===== config.mk =====
export PLATFORM = sky130hd
export DESIGN_NAME = pearson_nonce_search
export DESIGN_NICKNAME = d
export VERILOG_FILES = /design/src/rtl/pearson_nonce_search.sv
export SDC_FILE = /design/constraint.sdc
export NUM_CORES = 1
export LEC_CHECK = 0
export CAP_MARGIN = 30
export CELL_PAD_IN_SITES_DETAIL_PLACEMENT = 1
export CELL_PAD_IN_SITES_GLOBAL_PLACEMENT = 2
export CORE_MARGIN = 4
export CORE_UTILIZATION = 34
export CTS_CLUSTER_DIAMETER = 200
export DETAILED_ROUTE_END_ITERATION = 8
export GPL_TIMING_DRIVEN = 1
export PLACE_DENSITY = 0.84
export SETUP_SLACK_MARGIN = 0.5
export SLEW_MARGIN = 25
export SYNTH_ARGS = -nofsm -noshare
export SYNTH_HDL_FRONTEND = slang
export SYNTH_SLANG_ARGS = --single-unit

===== constraint.sdc =====
create_clock -name clock -period 20.2 [get_ports clock]
set_clock_uncertainty 0.15 [all_clocks]
set_input_delay 4.04 -clock clock [delete_from_list [all_inputs] [get_ports clock]]
set_output_delay 4.04 -clock clock [all_outputs]
set_load 0.02 [all_outputs]

===== src/rtl/pearson_nonce_search.sv =====
// Nonce sweep controller for the Pearson hash core: builds {block_data, nonce},
// clears and runs the core per attempt, and compares each result to the target.
module pearson_nonce_search #(
    parameter int TIMEOUT      = 64,
    parameter int CLEAR_CYCLES = 2
) (
    input  logic        clock,
    input  logic        reset,
    input  logic        start,
    input  logic        stop,
    input  logic [31:0] block_data,
    input  logic [7:0]  target,
    input  logic [31:0] nonce_start,
    input  logic [31:0] nonce_limit,
    output logic [63:0] hash_message,
    output logic        hash_enable,
    output logic        hash_reset_n,
    input  logic [7:0]  hash_in,
    input  logic        hash_finished,
    output logic        busy,
    output logic        done,
    output logic        found,
    output logic [31:0] found_nonce,
    output logic [7:0]  found_hash,
    output logic        exhausted,
    output logic        timeout_err,
    output logic        aborted,
    output logic [31:0] attempts
);

    localparam int WD_W = $clog2(TIMEOUT + 1);
    localparam int CL_W = $clog2(CLEAR_CYCLES + 1);

    typedef enum logic [2:0] {
        S_IDLE, S_CLEAR, S_RUN, S_CHECK, S_FOUND, S_EXHAUSTED, S_ERROR
    } state_t;

    typedef struct packed {
        logic [31:0] block;
        logic [7:0]  target;
        logic [31:0] limit;
    } search_req_t;

    state_t      state_q, state_d;
    search_req_t req_q;
    logic [31:0] nonce_q;
    logic [7:0]  hash_q;
    logic [WD_W-1:0] wdog_q;
    logic [CL_W-1:0] clr_cnt_q;
    logic        abort;
    logic        clear_last, wdog_last, hit, at_limit;

    // stop overrides every other event once a search is under way
    assign abort      = stop && (state_q != S_IDLE);
    assign clear_last = (clr_cnt_q == CL_W'(CLEAR_CYCLES - 1));
    assign wdog_last  = (wdog_q == WD_W'(TIMEOUT - 1));
    assign hit        = (hash_q < req_q.target);
    assign at_limit   = (nonce_q == req_q.limit);

    always_ff @(posedge clock or posedge reset) begin
        if (reset) state_q <= S_IDLE;
        else       state_q <= state_d;
    end

    always_comb begin
        state_d = state_q;
        if (abort) begin
            state_d = S_IDLE;
        end else begin
            case (state_q)
                S_IDLE:  if (start && !stop) state_d = S_CLEAR;
                S_CLEAR: if (clear_last) state_d = S_RUN;
                S_RUN: begin
                    if (hash_finished)  state_d = S_CHECK;
                    else if (wdog_last) state_d = S_ERROR;
                end
                S_CHECK: begin
                    if (hit)           state_d = S_FOUND;
                    else if (at_limit) state_d = S_EXHAUSTED;
                    else               state_d = S_CLEAR;
                end
                default: state_d = S_IDLE;
            endcase
        end
    end

    always_comb begin
        busy         = (state_q != S_IDLE);
        hash_enable  = (state_q == S_RUN) && !stop;
        hash_reset_n = (state_q == S_RUN) || (state_q == S_CHECK);
        done         = ((state_q == S_FOUND) || (state_q == S_EXHAUSTED) ||
                        (state_q == S_ERROR)) && !stop;
    end

    always_ff @(posedge clock or posedge reset) begin
        if (reset) begin
            req_q        <= '0;
            nonce_q      <= '0;
            hash_q       <= '0;
            wdog_q       <= '0;
            clr_cnt_q    <= '0;
            hash_message <= '0;
            found        <= 1'b0;
            found_nonce  <= '0;
            found_hash   <= '0;
            exhausted    <= 1'b0;
            timeout_err  <= 1'b0;
            aborted      <= 1'b0;
            attempts     <= '0;
        end else begin
            aborted <= abort;
            if (!abort) begin
                case (state_q)
                    S_IDLE: begin
                        clr_cnt_q <= '0;
                        if (start && !stop) begin
                            req_q       <= '{block: block_data, target: target, limit: nonce_limit};
                            nonce_q     <= nonce_start;
                            attempts    <= '0;
                            found       <= 1'b0;
                            found_nonce <= '0;
                            found_hash  <= '0;
                            exhausted   <= 1'b0;
                            timeout_err <= 1'b0;
                        end
                    end
                    S_CLEAR: begin
                        clr_cnt_q    <= clr_cnt_q + 1'b1;
                        hash_message <= {req_q.block, nonce_q};
                        wdog_q       <= '0;
                    end
                    S_RUN: begin
                        wdog_q <= wdog_q + 1'b1;
                        if (hash_finished) begin
                            hash_q <= hash_in;
                            if (attempts != 32'hFFFF_FFFF) attempts <= attempts + 1'b1;
                        end else if (wdog_last) begin
                            timeout_err <= 1'b1;
                        end
                    end
                    S_CHECK: begin
                        clr_cnt_q <= '0;
                        if (hit) begin
                            found       <= 1'b1;
                            found_nonce <= nonce_q;
                            found_hash  <= hash_q;
                        end else if (at_limit) begin
                            exhausted <= 1'b1;
                        end else begin
                            nonce_q <= nonce_q + 1'b1;
                        end
                    end
                    default: ;
                endcase
            end
        end
    end

endmodule

=== Word-level counts from Yosys, hierarchy flattened ===
Index checks and enable logic that the tools add are counted.

* Add/sub/neg operators: 4
* Multipliers: 0
* Div/mod/pow operators: 0
* Order comparisons: 1
* Equal/unequal tests: 22
* Shift-type cells: 0
* Mux-type cells: 32
* Bitwise operators: 1
* Reductions and logical operators: 26

{| class="wikitable"
|+ Operator list
! operator !! count
|-
| 2-to-1 mux 32 bit || 7
|-
| case mux 32 bit (2 select lines) || 3
|-
| adder 32 x 1 -> 32 bit (second input constant) || 2
|-
| equality test 32 bit || 1
|-
| != test 32 bit (second input constant) || 1
|-
| 2-to-1 mux 3 bit || 7
|-
| AND reduction 5 bit || 4
|-
| 2-to-1 mux 8 bit || 2
|-
| != test 2 bit (second input constant) || 8
|-
| case mux 8 bit (2 select lines) || 1
|-
| case mux 7 bit (2 select lines) || 1
|-
| case mux 3 bit (4 select lines) || 1
|-
| equality test 3 bit (second input constant) || 3
|-
| AND reduction 3 bit || 3
|-
| < comparator 8 bit || 1
|-
| nonzero test 2 bit || 4
|-
| adder 7 x 1 -> 7 bit (second input constant) || 1
|-
| equality test 7 x 6 -> 1 bit (second input constant) || 1
|-
| equality test 3 x 2 -> 1 bit (second input constant) || 2
|-
| 2-to-1 mux 1 bit || 6
|-
| != test 3 bit (second input constant) || 2
|-
| case mux 1 bit (2 select lines) || 3
|-
| AND reduction 2 bit || 3
|-
| logical AND 1 bit || 4
|-
| 13 further kinds || 15
|}

* Register bits: 264
* Bits in latches: 0
* Bits in writable memories: 0
* ROM bits: 0
* Bits of input ports: 117
* Output and inout port bits: 144
* Logic and storage cells: 102
* Memories: 0

=== Longest topological paths before layout ===
Gate-level depths: netlist of the first run.

* Word-level depth: 5
* Gate-level depth with buffers: 10
* Gate-level depth less buffers: 8

=== Worst setup path before layout of the first run ===
No wires, ideal clock.

* Path kind: in2out
* Start: in stop
* End: out hash_enable
* Data arrival time: 4.543 ns
* Data required time: 16.010 ns
* Slack: 11.467 ns
* Cell stages on the path: 4
* Path buffers: 1
* Path through: buf_2 nor3_4 nand2_2 clkinv_2

* Longest elaborated chain between the ends: 2

{| class="wikitable"
|+ Ends and longest elaborated chain
! element !! RTL line !! source
|-
| start, declared || 10 || <nowiki>input logic stop,</nowiki>
|-
| zero test 1 bit || 89 || <nowiki>hash_enable = (state_q == S_RUN) && !stop;</nowiki>
|-
| logical AND 1 bit || 89 ||
|-
| end, declared || 16 || <nowiki>output logic hash_enable,</nowiki>
|}

Every way passes these cells.

=== Final worst setup path of the first run ===
Ends and elaborated chain as after synthesis.

==> results of run 1 <==
-- power breakdown --
part           internal [mW]  switching, mW  leakage [nW]  total (mW)
Combinational          0.260          0.271          3.06       0.531
Clock                  0.337          0.221         0.505       0.558
Sequential             0.661          0.130          3.38       0.791
-- per-layer routing --
metal / share of wire (%) / routed length (µm)
met4: 1.5 / 571
met3: 5.9 / 2280
met2: 48 / 18500
met1: 45 / 17500
met5: 0.19 / 74
-- cells by family after synthesis --
group           count (synthesis)  synth area share, %
simple gates                  569                 21.0
flops                         264                 54.1
compound gates                187                 10.3
buf+inv                        97                 3.55
mux                            64                 5.91
xor+xnor                       56                 4.02
fa+ha+maj                      11                 1.13
-- synth_stat cells, drive strengths merged (2+ instances only) --
master / n
a211oi: 3
clkbuf: 54
o32a: 15
a22o: 4
o2111ai: 9
nand3: 22
nor3: 24
nor4: 16
a22oi: 2
nand4: 18
o22ai: 2
nor3b: 3
o31ai: 4
buf: 27
and2: 9
dfrtp: 264
mux2: 64
o21a: 3
or3: 17
inv: 15
nor2: 65
nand3b: 3
nand2b: 4
xnor2: 11
o211ai: 13
ha: 11
a31oi: 8
o31a: 3
a41oi: 2
nand2: 352
a21oi: 34
or2: 3
and3b: 2
o311ai: 4
and4: 9
o21ai: 75
nor2b: 4
and3: 15
xor2: 45
-- stage by stage --
step / utilization, % / total power [mW] / cell area [µm²]
after floorplan: - / 1.07 / 12200
after global placement: 42.6 / 1.31 / 15100
after detailed placement: 42.8 / 1.34 / 15200
after CTS: 45.6 / 1.91 / 16200
after global routing: 45.6 / 1.99 / 16200
final: 45.6 / 1.88 / 16200
-- registers in the layout, summed over array words and instances, names as in the netlist --
name,flops
aborted,1
attempts,32
clr_cnt_q,2
exhausted,1
found,1
found_hash,8
found_nonce,32
hash_message,64
hash_q,8
nonce_q,32
req_q,72
state_q,3
timeout_err,1
wdog_q,7
-- layout make-up --
type	count	share of cell area (%)
clock inverters	9	0.626
inverters	16	0.425
repair buffers	270	16.8
flip-flops and latches	264	40.8
diodes	1	0.0155
multi-input cells	887	32.1
clock buffers	45	5.67
well taps	461	3.56
-- how the worst max path moves through the flow --
| stage | start | endpoint | cells after the start |
|---|---|---|---|
| finish | stop | hash_enable | 5 |
| global route | stop | hash_enable | 5 |
| CTS | stop | hash_enable | 5 |
| detailed placement | stop | hash_enable | 5 |
| global placement | stop | hash_enable | 5 |
| floorplan | reset | aborted | 1 |
-- critical path: stages --
cell and delay, ns:
sky130_fd_sc_hd__clkdlybuf4s50_1 0.61, sky130_fd_sc_hd__nor3_4 0.31, sky130_fd_sc_hd__nand2_2 0.13, sky130_fd_sc_hd__clkinv_2 0.12
sky130_fd_sc_hd__clkdlybuf4s50_1 0.64
==> insert_results.sql, run 1 <==
INSERT INTO impl_metrics (metric_group, metric, value, unit) VALUES
('timing', 'post-route-min-period', '10.04', 'ns'),
('global_routing', 'antenna_violations_before_repair', '7', ''),
('detailed_routing', 'first_iter_violations', '490', ''),
('critical_path', 'worst-r2r-setup-slack', '16.62', 'ns'),
('timing', 'setup_tns', '0', 'ns'),
('cells_and_area', 'most_common_cell_after_layout_fill_and_taps_aside', 'sky130_fd_sc_hd__nand2_1', ''),
('detailed_routing', 'drtAntennaViolNets', '0', ''),
('worst_hold_path', 'hold_path.class', 'flop to flop', ''),
('synth', 'number_of_flip_flops_and_latches_in_the_synthesized_netlist', '264', ''),
('cells_and_area', 'multi_input_area', '0.00520', 'mm²'),
('synth', 'synth_top_area_share', '54.1', '%'),
('clocking', 'cts_root_buf', 'sky130_fd_sc_hd__clkbuf_16', ''),
('synth', 'avgSynthCellArea', '9.78', 'µm²'),
('timing', 'hold_viol_final', '0', ''),
('place', 'place_worst_setup_slack', '10.16', 'ns'),
('die', 'die_width', '197', 'µm'),
('timing', 'timing_worst_slew_pin_value', '0.846', 'ns'),
('timing', 'setup-violations-final', '0', ''),
('die', 'fp.coreArea', '0.0355', 'mm²'),
('synth', 'share_of_async_settable_or_async_resettable_flops_after_synthesis', '100', '%'),
('worst_hold_path', 'worst_hold_path.endpoint', 'req_q[41]', ''),
('synth', 'syn_inst', '1248', ''),
('synth', 'synth.distinct_cells', '69', ''),
('timing', 'fmax', '0.0996', 'GHz'),
('die', 'number_of_cell_rows', '69', ''),
('detailed_routing', 'detail_route.first_pass.iterations', '4', ''),
('synth', 'synth_edf_count', '0', ''),
('detailed_routing', 'finalWirelength', '38900', 'µm'),
('cells_and_area', 'fillers', '3971', ''),
('die', 'die_h', '197', 'µm'),
('clocking', 'postCtsHoldBufs', '0', ''),
('place', 'detailedPlacementHpwl', '27000', 'µm'),
('timing', 'final.hold.worst_slack', '0.320', 'ns'),
('pwr', 'worst_ir_drop_vdd', '0.0646', 'mV'),
('critical_path', 'crit_path_max_fanout', '9', ''),
('synth', 'netlist_top_cells_area', 'sky130_fd_sc_hd__dfrtp_1 54%, sky130_fd_sc_hd__nand2_1 11%, sky130_fd_sc_hd__mux2_2 5.9%, sky130_fd_sc_hd__xor2_1 3.2%, sky130_fd_sc_hd__nor2_1 2.0%', ''),
('synth', 'mappedNetlistNets', '1376', ''),
('clocking', 'htree_levels', '1', ''),
('global_routing', 'globalRouteTotalUtil', '19.6', '%'),
('global_routing', 'grt_pass1_wl', '61600', 'µm'),
('worst_hold_path', 'holdPathStages', '2', ''),
('timing', 'setup_slack', '10.16', 'ns'),
('run', 'maxCapViolCount', '0', ''),
('cells_and_area', 'area_growth_syn_to_layout', '32.7', '%'),
('clocking', 'cts_num_sinks', '264', ''),
('pwr', 'power.leakage', '6.94', 'nW'),
('die', 'die_area', '0.0390', 'mm²'),
('detailed_routing', 'drcViolationCount', '0', ''),
('place', 'io_buffers', '260', ''),
('critical_path', 'crit_arrival', '5.85', 'ns'),
('worst_hold_path', 'timing.hold.worst.start', 'req_q[41]', ''),
('critical_path', 'worstReg2RegStart', 'nonce_q[23]', ''),
('critical_path', 'cp.required', '16.01', 'ns'),
('global_routing', 'met2_usage', '32.4', '%'),
('clocking', 'cts_made_buffers', '31', ''),
('critical_path', 'worstReg2RegEnd', 'nonce_q[29]', ''),
('clocking', 'clockBufferDepth', '3', ''),
('timing', 'final_slew_viol_count', '0', ''),
('pwr', 'pwr_density_cell', '116', 'mW/mm²'),
('global_routing', 'globalRoute.totalOverflow', '0', ''),
('timing', 'slew_headroom', '43.6', '%'),
('synth', 'yosys.area.top_type', 'sky130_fd_sc_hd__dfrtp_1', ''),
('place', 'routability_congestion', '0.801', ''),
('clocking', 'cts.repair_timing.setup_buffer_count', '0', ''),
('cells_and_area', 'layout.nets', '1598', ''),
('clocking', 'tritoncts', 'done', ''),
('die', 'starting_density', '34.4', '%'),
('global_routing', 'grt_use_met1', '27.1', '%'),
('run_status', 'outcome', 'completed', ''),
('synth', 'seq_area_frac_synth', '54.1', '%'),
('cells_and_area', 'most_frequent_cells_in_the_layout', '349 x sky130_fd_sc_hd__nand2_1, 264 x sky130_fd_sc_hd__dfrtp_1, 260 x sky130_fd_sc_hd__clkdlybuf4s50_1', '');
Power figures use the tool's default switching activity.
==> run 2: changes to the inputs <==
--- a/config.mk
+++ b/config.mk
@@ -9,11 +9,11 @@
 export CELL_PAD_IN_SITES_DETAIL_PLACEMENT = 1
 export CELL_PAD_IN_SITES_GLOBAL_PLACEMENT = 2
 export CORE_MARGIN = 4
-export CORE_UTILIZATION = 34
+export CORE_UTILIZATION = 32
 export CTS_CLUSTER_DIAMETER = 200
 export DETAILED_ROUTE_END_ITERATION = 8
 export GPL_TIMING_DRIVEN = 1
-export PLACE_DENSITY = 0.84
+export PLACE_DENSITY = 0.8
 export SETUP_SLACK_MARGIN = 0.5
 export SLEW_MARGIN = 25
 export SYNTH_ARGS = -nofsm -noshare
==> constraint.sdc (replaced) <==
create_clock -name clock -period 10.5 [get_ports clock]
set_clock_uncertainty 0.15 [all_clocks]
set_input_delay 2.1 -clock clock [delete_from_list [all_inputs] [get_ports clock]]
set_output_delay 2.1 -clock clock [all_outputs]
set_load 0.02 [all_outputs]
==> insert_results.sql, run 2 (same netlist as run 1, synthesis figures left out) <==
INSERT INTO impl_metrics (metric_group, metric, value, unit) VALUES
('critical_path', 'crit_path_end_kind', 'output port', ''),
('global_routing', 'first_global_vias', '10500', ''),
('die', 'starting_density', '32.4', '%'),
('place', 'io_buffers', '260', ''),
('cells_and_area', 'layout.nets', '1597', ''),
('clocking', 'cts_root_buf', 'sky130_fd_sc_hd__clkbuf_16', ''),
('detailed_routing', 'drtAntennaViolNets', '0', ''),
('global_routing', 'grt_pass1_wl', '61600', 'µm'),
('worst_hold_path', 'holdPathStages', '2', ''),
('run_status', 'outcome', 'completed', ''),
('clocking', 'tritoncts', 'done', ''),
('cells_and_area', 'most_frequent_cells_in_the_layout', '349 x sky130_fd_sc_hd__nand2_1, 264 x sky130_fd_sc_hd__dfrtp_1, 260 x sky130_fd_sc_hd__clkdlybuf4s50_1', ''),
('timing', 'rsz0062_at_grt', 'false', ''),
('pwr', 'power.leakage', '6.94', 'nW'),
('detailed_routing', 'first_iter_violations', '448', ''),
('cells_and_area', 'largest_reg_flops', '72', ''),
('pwr', 'worst_ir_drop_vdd', '0.128', 'mV'),
('detailed_routing', 'drcViolationCount', '0', ''),
('timing', 'timing.final.crit_share', '58.5', '%'),
('timing', 'setup_tns', '0', 'ns'),
('timing', 'slew_headroom', '44.8', '%'),
('clocking', 'cts.repair_timing.setup_buffer_count', '0', ''),
('timing', 'hold_viol_final', '0', ''),
('worst_hold_path', 'hold_path.class', 'flop to flop', ''),
('clocking', 'total_of_cells_resized_after_clock_tree_synthesis', '0', ''),
('timing', 'fmax', '0.163', 'GHz'),
('clocking', 'htree_levels', '1', ''),
('cells_and_area', 'reg_top3', 'req_q x72, hash_message x64', ''),
('clocking', 'clk_latency', '0.55', 'ns'),
('timing', 'timing_worst_slew_pin_value', '0.828', 'ns'),
('timing', 'setup-violations-final', '0', ''),
('cells_and_area', 'drive_gt1_share', '9.98', '%'),
('die', 'die_area', '0.0413', 'mm²'),
('global_routing', 'globalRoute.totalOverflow', '0', ''),
('critical_path', 'timing.critical_path.from_type', 'input pin', ''),
('global_routing', 'antenna_violations_before_repair', '8', ''),
('global_routing', 'globalRouteTotalUtil', '18.5', '%'),
('place', 'routability_congestion', '0.758', ''),
('detailed_routing', 'wl_per_cell', '19.4', 'µm'),
('cells_and_area', 'area_growth_syn_to_layout', '33.3', '%'),
('cells_and_area', 'postLayoutCoreUtil', '43.2', '%'),
('critical_path', 'crit_arrival', '3.89', 'ns'),
('clocking', 'clkTransAtPathRegs', '0.06', 'ns'),
('critical_path', 'cp.required', '8.25', 'ns'),
('critical_path', 'timing.setup.critical_path_class', 'input pin to output port', ''),
('global_routing', 'grt_start_max_net_pins', '169', ''),
('detailed_routing', 'finalWirelength', '39000', 'µm'),
('critical_path', 'number_of_cell_instances_on_the_worst_register_to_register_path', '6', ''),
('detailed_routing', 'overall_via_count_from_detail_route', '9986', ''),
('clocking', 'clockBufferDepth', '3', ''),
('die', 'die_h', '203', 'µm'),
('pwr', 'pwr_density_cell', '222', 'mW/mm²'),
('detailed_routing', 'detail_route.vias_per_cell', '4.97', ''),
('detailed_routing', 'detail_route.first_pass.iterations', '4', ''),
('die', 'die_width', '203', 'µm'),
('die', 'number_of_cell_rows', '71', ''),
('cells_and_area', 'fillers', '4275', ''),
('die', 'i_o_pins', '261', ''),
('die', 'fp.coreArea', '0.0377', 'mm²'),
('timing', 'post-route-min-period', '6.14', 'ns'),
('timing', 'final_slew_viol_count', '0', ''),
('clocking', 'cts_made_buffers', '31', ''),
('cells_and_area', 'largest-register', 'req_q', ''),
('run', 'maxCapViolCount', '0', ''),
('clocking', 'cts_num_sinks', '264', ''),
('clocking', 'postCtsHoldBufs', '0', ''),
('place', 'detailedPlacementHpwl', '27200', 'µm'),
('critical_path', 'worst-r2r-setup-slack', '6.94', 'ns'),
('cells_and_area', 'most_common_cell_after_layout_fill_and_taps_aside', 'sky130_fd_sc_hd__nand2_1', ''),
('critical_path', 'crit_path_max_fanout', '9', '');
[run 2: worst max-delay path, cell delays in order]
cell	delay [ns]
sky130_fd_sc_hd__clkdlybuf4s50_1	0.60
sky130_fd_sc_hd__nor3_4	0.29
sky130_fd_sc_hd__nand2_2	0.13
sky130_fd_sc_hd__clkinv_2	0.11
sky130_fd_sc_hd__clkdlybuf4s50_1	0.66
[run 2: final timing paths]
kind,from,endpoint
min in group asynchronous,reset,hash_message[38]
max in group asynchronous,reset,req_q[39]
worst max register to register,nonce_q[23],nonce_q[29]
worst max-delay path,stop,hash_enable
worst min register to register,req_q[55],req_q[55]
worst min-delay path,req_q[55],req_q[55]
[run 2: layout make-up]
class                   instances  area (µm²)  area share (%)
flip-flops and latches        264        6610            40.6
multi-input cells             887        5200            32.0
repair buffers                269        2720            16.7
clock buffers                  46         912            5.61
well taps                     511         639            3.93
clock inverters                11         105           0.646
inverters                      16        68.8           0.423
diodes                          4        10.0          0.0615
[run 2: per-layer routing]
layer | vias to the layer above | global-route usage (%) | routed length, µm
li1 | 4734 | - | -
met1 | 4971 | 25.7 | 17600
met2 | 215 | 30.0 | 18300
met3 | 56 | 4.23 | 2240
met4 | 10 | 3.83 | 803
met5 | - | 0 | 60
[run 2: power by group]
group          internal (mW)  switching [mW]
combinational          0.499           0.520
sequential              1.27           0.248
clock                  0.645           0.426
[run 2: metrics by stage]
step / cells / hold slack [ns] / total power [mW] / setup WS (ns) / cell area, µm²
CTS: 2003 / 0.327 / 3.67 / 4.35 / 16200
floorplan: 1248 / 0.290 / 2.06 / 0.981 / 12200
global route: 2007 / 0.344 / 3.82 / 4.21 / 16300
global placement: 1945 / 0.303 / 2.53 / 4.38 / 15200
finish: 2008 / 0.321 / 3.61 / 4.36 / 16300
detailed placement: 1946 / 0.312 / 2.57 / 4.35 / 15200
==> run 3: changes to the inputs <==
--- a/config.mk
+++ b/config.mk
@@ -9,11 +9,11 @@
 export CELL_PAD_IN_SITES_DETAIL_PLACEMENT = 1
 export CELL_PAD_IN_SITES_GLOBAL_PLACEMENT = 2
 export CORE_MARGIN = 4
-export CORE_UTILIZATION = 32
+export CORE_UTILIZATION = 28
 export CTS_CLUSTER_DIAMETER = 200
 export DETAILED_ROUTE_END_ITERATION = 8
 export GPL_TIMING_DRIVEN = 1
-export PLACE_DENSITY = 0.8
+export PLACE_DENSITY = 0.74
 export SETUP_SLACK_MARGIN = 0.5
 export SLEW_MARGIN = 25
 export SYNTH_ARGS = -nofsm -noshare
==> constraint.sdc (replaced) <==
create_clock -name clock -period 5.1 [get_ports clock]
set_clock_uncertainty 0.15 [all_clocks]
set_input_delay 1.02 -clock clock [delete_from_list [all_inputs] [get_ports clock]]
set_output_delay 1.02 -clock clock [all_outputs]
set_load 0.02 [all_outputs]
==> insert_results.sql, run 3 (same netlist as run 1, synthesis figures left out) <==
INSERT INTO impl_metrics (metric_group, metric, value, unit) VALUES
('timing', 'final.hold.worst_slack', '0.319', 'ns'),
('detailed_routing', 'first_iter_violations', '476', ''),
('die', 'number_of_cell_rows', '76', ''),
('cells_and_area', 'postLayoutCoreUtil', '38.3', '%'),
('clocking', 'cts.repair_timing.setup_buffer_count', '0', ''),
('detailed_routing', 'wl_per_cell', '19.4', 'µm'),
('clocking', 'clk_latency', '0.54', 'ns'),
('timing', 'fmax', '0.254', 'GHz'),
('cells_and_area', 'largest_reg_flops', '72', ''),
('timing', 'hold_viol_final', '0', ''),
('pwr', 'power_switching', '2.55', 'mW'),
('timing', 'post-route-min-period', '3.94', 'ns'),
('critical_path', 'timing.critical_path.slowest_stage_cell', 'sky130_fd_sc_hd__clkdlybuf4s50_1', ''),
('critical_path', 'cp.required', '3.93', 'ns'),
('place', 'placed_area', '0.0154', 'mm²'),
('cells_and_area', 'area_growth_syn_to_layout', '35.1', '%'),
('detailed_routing', 'drtAntennaViolNets', '0', ''),
('global_routing', 'antenna_violations_before_repair', '3', ''),
('timing', 'final_slew_viol_count', '0', ''),
('detailed_routing', 'detail_route.vias_per_cell', '4.77', ''),
('critical_path', 'setup.worst_path.start', 'stop', ''),
('critical_path', 'crit_path_max_fanout', '9', ''),
('die', 'fp.coreArea', '0.0431', 'mm²'),
('clocking', 'cts_made_buffers', '34', ''),
('die', 'i_o_pins', '261', ''),
('clocking', 'postCtsHoldBufs', '0', ''),
('pwr', 'share_clk_of_total_power', '30.8', '%'),
('worst_hold_path', 'holdPathStages', '2', ''),
('die', 'die_h', '217', 'µm'),
('die', 'starting_density', '28.3', '%'),
('run_status', 'outcome', 'completed', ''),
('cells_and_area', 'area.sequential', '0.00661', 'mm²'),
('clocking', 'cts_root_buf', 'sky130_fd_sc_hd__clkbuf_16', ''),
('critical_path', 'worstReg2RegStart', 'nonce_q[23]', ''),
('cells_and_area', 'most_frequent_cells_in_the_layout', '349 x sky130_fd_sc_hd__nand2_1, 264 x sky130_fd_sc_hd__dfrtp_1, 260 x sky130_fd_sc_hd__clkdlybuf4s50_1', ''),
('place', 'detailedPlacementHpwl', '29200', 'µm'),
('critical_path', 'critical-path-top-cell-by-count', 'sky130_fd_sc_hd__clkdlybuf4s50_1', ''),
('worst_hold_path', 'timing.hold.worst.start', 'req_q[54]', ''),
('pwr', 'seq_power_share', '41.3', '%'),
('timing', 'rsz0062_at_grt', 'false', ''),
('global_routing', 'grt_pass1_wl', '63300', 'µm'),
('pwr', 'worst_ir_drop_vdd', '0.223', 'mV'),
('timing', 'timing_worst_slew_pin_value', '0.823', 'ns'),
('pwr', 'combinationalPowerShare', '27.9', '%'),
('clocking', 'cts_num_sinks', '264', ''),
('detailed_routing', 'detail_route.first_pass.iterations', '4', ''),
('place', 'io_buffers', '260', ''),
('cells_and_area', 'most_common_cell_after_layout_fill_and_taps_aside', 'sky130_fd_sc_hd__nand2_1', ''),
('global_routing', 'globalRouteTotalUtil', '17.1', '%'),
('global_routing', 'grt_start_max_net_pins', '103', ''),
('die', 'die_width', '217', 'µm'),
('clocking', 'tritoncts', 'done', ''),
('cells_and_area', 'reg_top3', 'req_q x72, hash_message x64', ''),
('run', 'maxCapViolCount', '0', ''),
('timing', 'slew_headroom', '44.9', '%'),
('worst_hold_path', 'worst_hold_path.endpoint', 'req_q[54]', ''),
('critical_path', 'timing.setup.critical_path_class', 'input pin to output port', ''),
('pwr', 'power.leakage', '7.00', 'nW'),
('critical_path', 'number_of_cell_instances_on_the_worst_register_to_register_path', '6', ''),
('timing', 'setup_tns', '0', 'ns'),
('pwr', 'p_sw_share', '33.6', '%'),
('critical_path', 'crit_arrival', '2.77', 'ns'),
('critical_path', 'crit_path_end_kind', 'output port', ''),
('critical_path', 'ordered_list_of_cells_on_the_worst_path', 'clkdlybuf4s50_1, nor3_4, nand2_2, clkinv_2, clkdlybuf4s50_1', ''),
('die', 'die_area', '0.0470', 'mm²'),
('cells_and_area', 'layout.nets', '1605', ''),
('detailed_routing', 'overall_via_count_from_detail_route', '9952', ''),
('cells_and_area', 'fillers', '4855', ''),
('timing', 'setup-violations-final', '0', ''),
('pwr', 'internal-power', '5.04', 'mW'),
('critical_path', 'critical-path-max-stage-delay', '0.64', 'ns'),
('timing', 'timing.final.crit_share', '77.3', '%'),
('detailed_routing', 'drcViolationCount', '0', ''),
('cells_and_area', 'stdcell_area', '0.0165', 'mm²'),
('cells_and_area', 'drive_gt1_share', '10.5', '%'),
('global_routing', 'globalRoute.totalOverflow', '0', ''),
('critical_path', 'worstReg2RegEnd', 'nonce_q[27]', ''),
('clocking', 'htree_levels', '2', ''),
('place', 'routability_congestion', '0.800', ''),
('pwr', 'pwr_density_cell', '460', 'mW/mm²'),
('cells_and_area', 'largest-register', 'req_q', ''),
('cells_and_area', 'multi_input_area', '0.00520', 'mm²'),
('detailed_routing', 'finalWirelength', '40600', 'µm'),
('global_routing', 'first_global_vias', '10700', ''),
('critical_path', 'worst-r2r-setup-slack', '1.74', 'ns'),
('worst_hold_path', 'hold_path.class', 'flop to flop', ''),
('critical_path', 'timing.critical_path.from_type', 'input pin', ''),
('clocking', 'clkTransAtPathRegs', '0.05', 'ns'),
('clocking', 'total_of_cells_resized_after_clock_tree_synthesis', '0', ''),
('clocking', 'clockBufferDepth', '3', '');
==> run 3: cell count changes in the layout (fill, tap and decap cells not counted), moves of 2 or more <==
cell                        previous run  this run
sky130_fd_sc_hd__clkbuf_16            31        34
sky130_fd_sc_hd__clkinv_2             10         7
sky130_fd_sc_hd__buf_12                1         4
sky130_fd_sc_hd__inv_6                 0         3
sky130_fd_sc_hd__buf_4                 6         8
==> run 3: metal layers <==
layer | track usage (%) | up-vias | wire (µm)
li1 | - | 4757 | -
met1 | 23.1 | 4935 | 18400
met2 | 27.7 | 201 | 19000
met3 | 4.20 | 57 | 2230
met4 | 4.31 | 2 | 921
met5 | 0 | - | 13
==> run 3: per-stage QoR <==
| stage | setup WS (ns) | power (mW) | std cells |
|---|---|---|---|
| 6_report | 1.16 | 7.59 | 2088 |
| 5_1_grt | 1.05 | 8.03 | 2085 |
| 3_5_place_dp | 1.13 | 5.32 | 2026 |
| 2_1_floorplan | 0.446 | 4.24 | 1248 |
| 4_1_cts | 1.13 | 7.73 | 2085 |
| 3_3_place_gp | 0.945 | 5.25 | 2024 |
==> run 3: worst max-delay path, delay by kind of cell <==
family,cells,cell delay [ns]
AND/OR/NAND/NOR,2,0.42
buffers and inverters,3,1.34
==> run 3: worst max-delay path by stage <==
stage,slack (ns),cells after the start,end
3_3_place_gp,0.95,6,nonce_q[1]
5_1_grt,1.05,5,hash_enable
3_5_place_dp,1.13,6,nonce_q[1]
2_1_floorplan,0.45,1,aborted
4_1_cts,1.13,5,hash_enable
6_report,1.16,5,hash_enable
==> run 3: power groups by stage <==
| stage | logic (mW) | clock network (mW) | registers [mW] |
|---|---|---|---|
| detailed placement | 2.15 | 0 | 3.17 |
| global placement | 2.11 | 0 | 3.15 |
| global route | 2.30 | 2.51 | 3.22 |
| finish | 2.12 | 2.34 | 3.14 |
| CTS | 2.17 | 2.43 | 3.14 |
| floorplan | 0.995 | 0 | 3.24 |
==> run 3: cell type report <==
type                       count  area share [%]
antenna                        3          0.0455
clock buffer                  47            5.88
clock inverter                12           0.675
inverter                      16           0.395
multi-input combinational    887            31.5
sequential                   264            40.1
tap                          585            4.44
timing repair buffer         274            17.0
